$ cat config.mk
export PLATFORM = sky130hd
export DESIGN_NAME = ifetch_unit
export DESIGN_NICKNAME = d
export VERILOG_FILES = /design/src/rtl/ifetch_unit.sv
export SDC_FILE = /design/constraint.sdc
export NUM_CORES = 1
export LEC_CHECK = 0
export CAP_MARGIN = 20
export CORE_MARGIN = 2
export CORE_UTILIZATION = 60
export CTS_BUF_LIST = sky130_fd_sc_hd__clkbuf_16
export DETAILED_ROUTE_END_ITERATION = 6
export PLACE_DENSITY = 0.79
export SYNTH_ARGS = -nofsm -noshare
export SYNTH_HDL_FRONTEND = slang
export SYNTH_SLANG_ARGS = --single-unit
$ cat constraint.sdc
create_clock -name clk_in -period 15.9 [get_ports clk_in]
set_input_delay 1.59 -clock clk_in [delete_from_list [all_inputs] [get_ports clk_in]]
set_output_delay 1.59 -clock clk_in [all_outputs]
set_load 0.01 [all_outputs]
$ cat src/rtl/ifetch_unit.sv
// ifetch_unit: fetch stage.
// Keeps the PC, issues one i-cache request at a time and computes the next PC
// from the returned instruction: B-type branches, JAL redirects and flushes.
// Fetched instructions are buffered in a circular FIFO for issue/decode.
// Optional feature macro: IFETCH_PRED_EN
//   defined   -> B-type direction comes from the external branch predictor
//   undefined -> static backward-taken / forward-not-taken (instr[31])
module ifetch_unit #(
    parameter int          IQ_WIDTH = 4,
    parameter int          IQ_DEPTH = 2**IQ_WIDTH,
    parameter logic [31:0] RESET_PC = 32'h0
) (
    input  logic        clk_in,
    input  logic        rst_in,
    input  logic        rdy_in,
    output logic        icache_req_out,
    output logic [31:0] icache_addr_out,
    input  logic        icache_valid_in,
    input  logic [31:0] icache_instr_in,
    output logic [9:0]  pred_addr_out,
    input  logic        pred_taken_in,
    input  logic        flush_in,
    input  logic [31:0] flush_pc_in,
    output logic        iq_valid_out,
    output logic [31:0] iq_instr_out,
    output logic [31:0] iq_pc_out,
    output logic        iq_pred_taken_out,
    input  logic        iq_pop_in
);

    typedef enum logic [1:0] {
        ST_IDLE    = 2'd0,
        ST_WAIT    = 2'd1,
        ST_PREDICT = 2'd2
    } state_t;

    localparam logic [6:0]        OP_BRANCH  = 7'b1100011;
    localparam logic [6:0]        OP_JAL     = 7'b1101111;
    localparam logic [IQ_WIDTH:0] FULL_COUNT = (IQ_WIDTH+1)'(IQ_DEPTH);
    localparam int                ENTRY_W    = 65;

    // Fetch control state
    state_t      state_reg, state_next;
    logic [31:0] pc_reg, pc_next;
    logic [31:0] instr_reg, instr_next;
    logic        drop_reg, drop_next;
    logic        req_reg, req_next;

    // Instruction queue state
    logic [IQ_WIDTH-1:0] head_reg, head_next;
    logic [IQ_WIDTH-1:0] tail_reg, tail_next;
    logic [IQ_WIDTH:0]   count_reg, count_next;
    logic [ENTRY_W-1:0]  iq_mem [IQ_DEPTH];
    logic [ENTRY_W-1:0]  head_entry;

    // Decode / next-PC signals
    logic        flush_act;
    logic        iq_push;
    logic        iq_pop;
    logic        branch_taken;
    logic        pred_taken;
    logic [31:0] next_pc;
    logic [31:0] b_imm;
    logic [31:0] j_imm;
    logic [6:0]  opcode;

    assign flush_act = rdy_in && flush_in;
    assign iq_push   = rdy_in && !flush_in && (state_reg == ST_PREDICT);
    assign iq_pop    = rdy_in && !flush_in && iq_pop_in && (count_reg != '0);

    // Immediates of the latched instruction, sign-extended to 32 bits
    assign opcode = instr_reg[6:0];
    assign b_imm  = {{19{instr_reg[31]}}, instr_reg[31], instr_reg[7],
                     instr_reg[30:25], instr_reg[11:8], 1'b0};
    assign j_imm  = {{11{instr_reg[31]}}, instr_reg[31], instr_reg[19:12],
                     instr_reg[20], instr_reg[30:21], 1'b0};

`ifdef IFETCH_PRED_EN
    assign branch_taken = pred_taken_in;
`else
    // Backward branches (negative offset) are predicted taken; the predictor
    // input is not consulted in this build.
    logic pred_taken_unused;
    assign pred_taken_unused = pred_taken_in;
    assign branch_taken      = instr_reg[31];
`endif

    // Next-PC and taken flag for the instruction held in PREDICT
    always_comb begin
        pred_taken = 1'b0;
        next_pc    = pc_reg + 32'd4;
        case (opcode)
            OP_BRANCH: begin
                pred_taken = branch_taken;
                if (branch_taken) begin
                    next_pc = pc_reg + b_imm;
                end
            end
            OP_JAL: begin
                pred_taken = 1'b1;
                next_pc    = pc_reg + j_imm;
            end
            default: begin
                pred_taken = 1'b0;
            end
        endcase
    end

    // Fetch FSM next-state logic; flush overrides everything else
    always_comb begin
        state_next = state_reg;
        pc_next    = pc_reg;
        instr_next = instr_reg;
        drop_next  = drop_reg;
        req_next   = 1'b0;
        if (flush_act) begin
            state_next = ST_IDLE;
            pc_next    = flush_pc_in;
            if (state_reg == ST_WAIT && !icache_valid_in) begin
                // The outstanding response will still arrive; discard it.
                drop_next = 1'b1;
            end else if (drop_reg && icache_valid_in) begin
                drop_next = 1'b0;
            end
        end else begin
            case (state_reg)
                ST_IDLE: begin
                    if (drop_reg) begin
                        // Hold off new requests until the stale response is gone
                        if (icache_valid_in) begin
                            drop_next = 1'b0;
                        end
                    end else if (count_reg != FULL_COUNT) begin
                        req_next   = 1'b1;
                        state_next = ST_WAIT;
                    end
                end
                ST_WAIT: begin
                    if (icache_valid_in) begin
                        instr_next = icache_instr_in;
                        state_next = ST_PREDICT;
                    end
                end
                ST_PREDICT: begin
                    pc_next    = next_pc;
                    state_next = ST_IDLE;
                end
                default: begin
                    state_next = ST_IDLE;
                end
            endcase
        end
    end

    // Fetch FSM registers; frozen while rdy_in is low
    always_ff @(posedge clk_in) begin
        if (rst_in) begin
            state_reg <= ST_IDLE;
            pc_reg    <= RESET_PC;
            instr_reg <= '0;
            drop_reg  <= 1'b0;
        end else if (rdy_in) begin
            state_reg <= state_next;
            pc_reg    <= pc_next;
            instr_reg <= instr_next;
            drop_reg  <= drop_next;
        end
    end

    // Request pulse register; never asserted while rdy_in is low
    always_ff @(posedge clk_in) begin
        if (rst_in) begin
            req_reg <= 1'b0;
        end else begin
            req_reg <= rdy_in && req_next;
        end
    end

    // Queue pointer and occupancy next-state
    always_comb begin
        head_next  = head_reg;
        tail_next  = tail_reg;
        count_next = count_reg;
        if (flush_act) begin
            head_next  = '0;
            tail_next  = '0;
            count_next = '0;
        end else begin
            if (iq_push) begin
                tail_next = tail_reg + 1'b1;
            end
            if (iq_pop) begin
                head_next = head_reg + 1'b1;
            end
            case ({iq_push, iq_pop})
                2'b10:   count_next = count_reg + 1'b1;
                2'b01:   count_next = count_reg - 1'b1;
                default: count_next = count_reg;
            endcase
        end
    end

    // Queue pointer registers; frozen while rdy_in is low
    always_ff @(posedge clk_in) begin
        if (rst_in) begin
            head_reg  <= '0;
            tail_reg  <= '0;
            count_reg <= '0;
        end else if (rdy_in) begin
            head_reg  <= head_next;
            tail_reg  <= tail_next;
            count_reg <= count_next;
        end
    end

    // Queue storage: entry = {taken, pc, instr}; no reset needed because
    // outputs are gated by the occupancy count
    always_ff @(posedge clk_in) begin
        if (iq_push) begin
            iq_mem[tail_reg] <= {pred_taken, pc_reg, instr_reg};
        end
    end

    assign head_entry = iq_mem[head_reg];

    assign icache_req_out    = req_reg;
    assign icache_addr_out   = pc_reg;
    assign pred_addr_out     = pc_reg[11:2];
    assign iq_valid_out      = (count_reg != '0);
    assign iq_instr_out      = iq_valid_out ? head_entry[31:0]  : 32'd0;
    assign iq_pc_out         = iq_valid_out ? head_entry[63:32] : 32'd0;
    assign iq_pred_taken_out = iq_valid_out && head_entry[64];

endmodule
==> flow_summary.json <==
{
  "rsz0062_at_grt": "false",
  "p_per_area_mw_per_mm2": 109,
  "worstMarginPinSlew_ps": 1150,
  "reg2reg_slack_ps": 11770,
  "finalMaxSlewViolations": 0,
  "total_power_mw": 5.79,
  "synth_ff_type": "edfxtp_1",
  "holdBufCountCts": 0,
  "pwr-share-comb": 0.019,
  "cp-end-kind": "primary output",
  "n_antenna_cell": 0,
  "power.switching_mw": 1.16,
  "yosysUniqueCellTypes": 97,
  "hp-start": "icache_addr_out[28]$_SDFFE_PP0P_",
  "hold_slack_ps": 493,
  "ir_drop_v": 0.0000886,
  "synth-edff-count": 1040,
  "pwr-share-seq": 0.558,
  "rows": 102,
  "maxSlewHeadroom": 0.233,
  "cellLeakagePower_nw": 16.1,
  "core_area_mm2": 0.0775,
  "sw_frac_of_total": 0.201,
  "layout_commonest_cell": "edfxtp_1",
  "clkPwrFrac": 0.423,
  "critPathLaunchType": "register",
  "cts_resized": 0,
  "die-width_um": 284,
  "hold_path_depth": 0,
  "status": "finished clean",
  "synth-async-reset-ratio": 0,
  "start_util": 0.606,
  "routedWlPerCell_um": 30.9,
  "nets": 2849,
  "skew_ps": 23.4,
  "p_int_mw": 4.63,
  "cts_tree": "yes",
  "fillers": 4852,
  "setup_viol": 0,
  "grt_pass1_vias": 26068,
  "io_pins": 180,
  "layout-drive-gt1-share": 0.214,
  "crit_type": "reg -> out",
  "hpwl_um": 64700,
  "finalWirelength_um": 119000,
  "drv_cap": 0,
  "drc": 0,
  "placed_cell_area_mm2": 0.0499,
  "hold_violations": 0,
  "layout_common_cells": "edfxtp_1, mux4_2, clkdlybuf4s50_1",
  "area_growth_pct": 13.5,
  "drt_iter0_markers": 3472,
  "largest_reg_flops": 1040,
  "fmaxAchievable_mhz": 153,
  "ys_ff_latch": 1125,
  "syn_area_mm2": 0.0470,
  "post-route-period-util": 0.410,
  "grt_first_pass_wirelength_um": 174000,
  "cp_max_fo": 91,
  "min_to": "iq_mem[12][60]$_DFFE_PP_",
  "gr-total-overflow": 0,
  "period_needed_ps": 6520,
  "critPathArrivalTime_ps": 4930,
  "cts_sinks": 1125,
  "ys_warn_count": 0,
  "ys_seq_area_frac": 0.701,
  "vias": 26105,
  "cts_setup_buffers": 0,
  "clock_latency_ps": 670,
  "clk_pin_slew_worst_paths_ps": 60,
  "fin_setup_tns_ps": 0,
  "syn_nets": 2665,
  "reg2reg_from": "state_reg[1]$_SDFFE_PP0P_",
  "final_cell_area_mm2": 0.0533,
  "viasPerCell": 6.77,
  "die_h_um": 284,
  "grt_util_all_layers": 0.298,
  "clock_path_buffers": 3,
  "gp_congestion": 0.928,
  "cts_made_buffers": 108,
  "grt_antenna_before_repair": 4,
  "cts_root_buf": "clkbuf_16",
  "dieArea_mm2": 0.0805,
  "htree_levels": 3,
  "hold_path.class": "reg -> reg",
  "postSynthCellCount": 2539,
  "ant_nets": 0,
  "syn_area_per_cell_um2": 18.5,
  "r2r_cells": 7,
  "port_buffers": 178,
  "first_pass_iters": 7,
  "timing.rr.end": "iq_mem[5][38]$_DFFE_PP_",
  "worst-endpoint-required_ps": 14310,
  "grt_max_degree": 172
}
[cell type report]
cell class	instances	area, µm²	share of cell area
Multi-Input combinational cell	1240	13400	0.251
Inverter	18	67.6	0.00127
Clock buffer	112	2800	0.0526
Clock inverter	91	598	0.0112
Sequential cell	1125	32900	0.618
Tap cell	1040	1300	0.0244
Timing Repair Buffer	230	2210	0.0415
[layer usage]
metal / global-route usage / routed length (µm) / vias up
met1: 0.431 / 46100 / 13513
met4: 0.0899 / 3440 / 6
met2: 0.467 / 56700 / 1602
met3: 0.0605 / 12800 / 234
met5: 0 / 39 / -
li1: - / - / 10750
[power groups by stage]
stage / logic, mW / registers, mW / clock network [mW]
after floorplan: 0.0487 / 3.29 / 0
after global placement: 0.105 / 3.29 / 0
after detailed placement: 0.107 / 3.29 / 0
after CTS: 0.108 / 3.23 / 2.48
after global routing: 0.117 / 3.23 / 2.58
final: 0.110 / 3.23 / 2.45
[worst max-delay path, stage by stage (launching register included)]
cell	delay [ps]
dfxtp_4	900
buf_12	630
buf_4	740
mux4_2	610
mux4_2	470
and2_1	200
clkdlybuf4s50_1	500
[Yosys cell counts (4+ instances only)]
master | count | area [µm²]
a221oi_1 | 12 | 105
mux2i_1 | 5 | 50.1
nor3_1 | 21 | 105
edfxtp_1 | 1040 | 31200
nor2b_1 | 10 | 62.6
o31ai_1 | 6 | 45.0
o21a_1 | 8 | 60.1
xor2_1 | 30 | 263
a2111oi_0 | 5 | 43.8
a21oi_1 | 107 | 536
buf_1 | 14 | 52.6
mux4_2 | 325 | 7320
o21ai_0 | 53 | 265
buf_2 | 35 | 175
ha_1 | 52 | 651
nor4_1 | 10 | 62.6
dfxtp_1 | 85 | 1700
nand2_1 | 137 | 514
o22ai_1 | 4 | 25.0
and3_1 | 15 | 93.8
buf_4 | 12 | 90.1
nor2_1 | 94 | 353
a222oi_1 | 6 | 60.1
and2_1 | 77 | 482
a21oi_2 | 7 | 61.3
a21o_1 | 31 | 233
o21ai_2 | 4 | 35.0
or3_1 | 5 | 31.3
a31oi_1 | 10 | 62.6
clkbuf_1 | 92 | 345
or2_2 | 6 | 37.5
o211ai_1 | 6 | 45.0
nand2b_1 | 9 | 56.3
o221ai_1 | 11 | 96.3
a211oi_1 | 9 | 67.6
nand4_1 | 18 | 113
a22oi_1 | 6 | 45.0
nand3_1 | 27 | 135
inv_1 | 17 | 63.8
o21ai_1 | 9 | 45.0
xnor2_1 | 26 | 228
[stage by stage]
step	util	std cells	setup WS, ps
2_1_floorplan	-	2539	8400
3_3_place_gp	0.644	3652	9980
3_5_place_dp	0.644	3652	9960
4_1_cts	0.688	3855	9230
5_1_grt	0.688	3856	9000
6_report	0.688	3856	9380
[cells by family (layout without fill, tap and decap cells)]
logic type | Yosys count | after routing | share of synthesized area
compound gates | 343 | 343 | 0.0508
xor+xnor | 56 | 56 | 0.0104
fa+ha+maj | 55 | 55 | 0.0151
buf+inv | 174 | 451 | 0.0163
flops | 1125 | 1125 | 0.701
mux | 334 | 334 | 0.158
simple gates | 452 | 452 | 0.0485
[how the worst max path moves through the flow]
stage                        start                       to  slack, ps  cells after the start
after floorplan             rdy_in  iq_mem[11][0]$_DFFE_PP_       8400                      4
after global placement    register            iq_pc_out[14]       9980                      6
after detailed placement  register            iq_pc_out[14]       9960                      6
after CTS                 register            iq_pc_out[14]       9230                      6
after global routing      register            iq_pc_out[14]       9000                      6
final                     register            iq_pc_out[16]       9380                      6
Power figures use the tool's default switching activity.
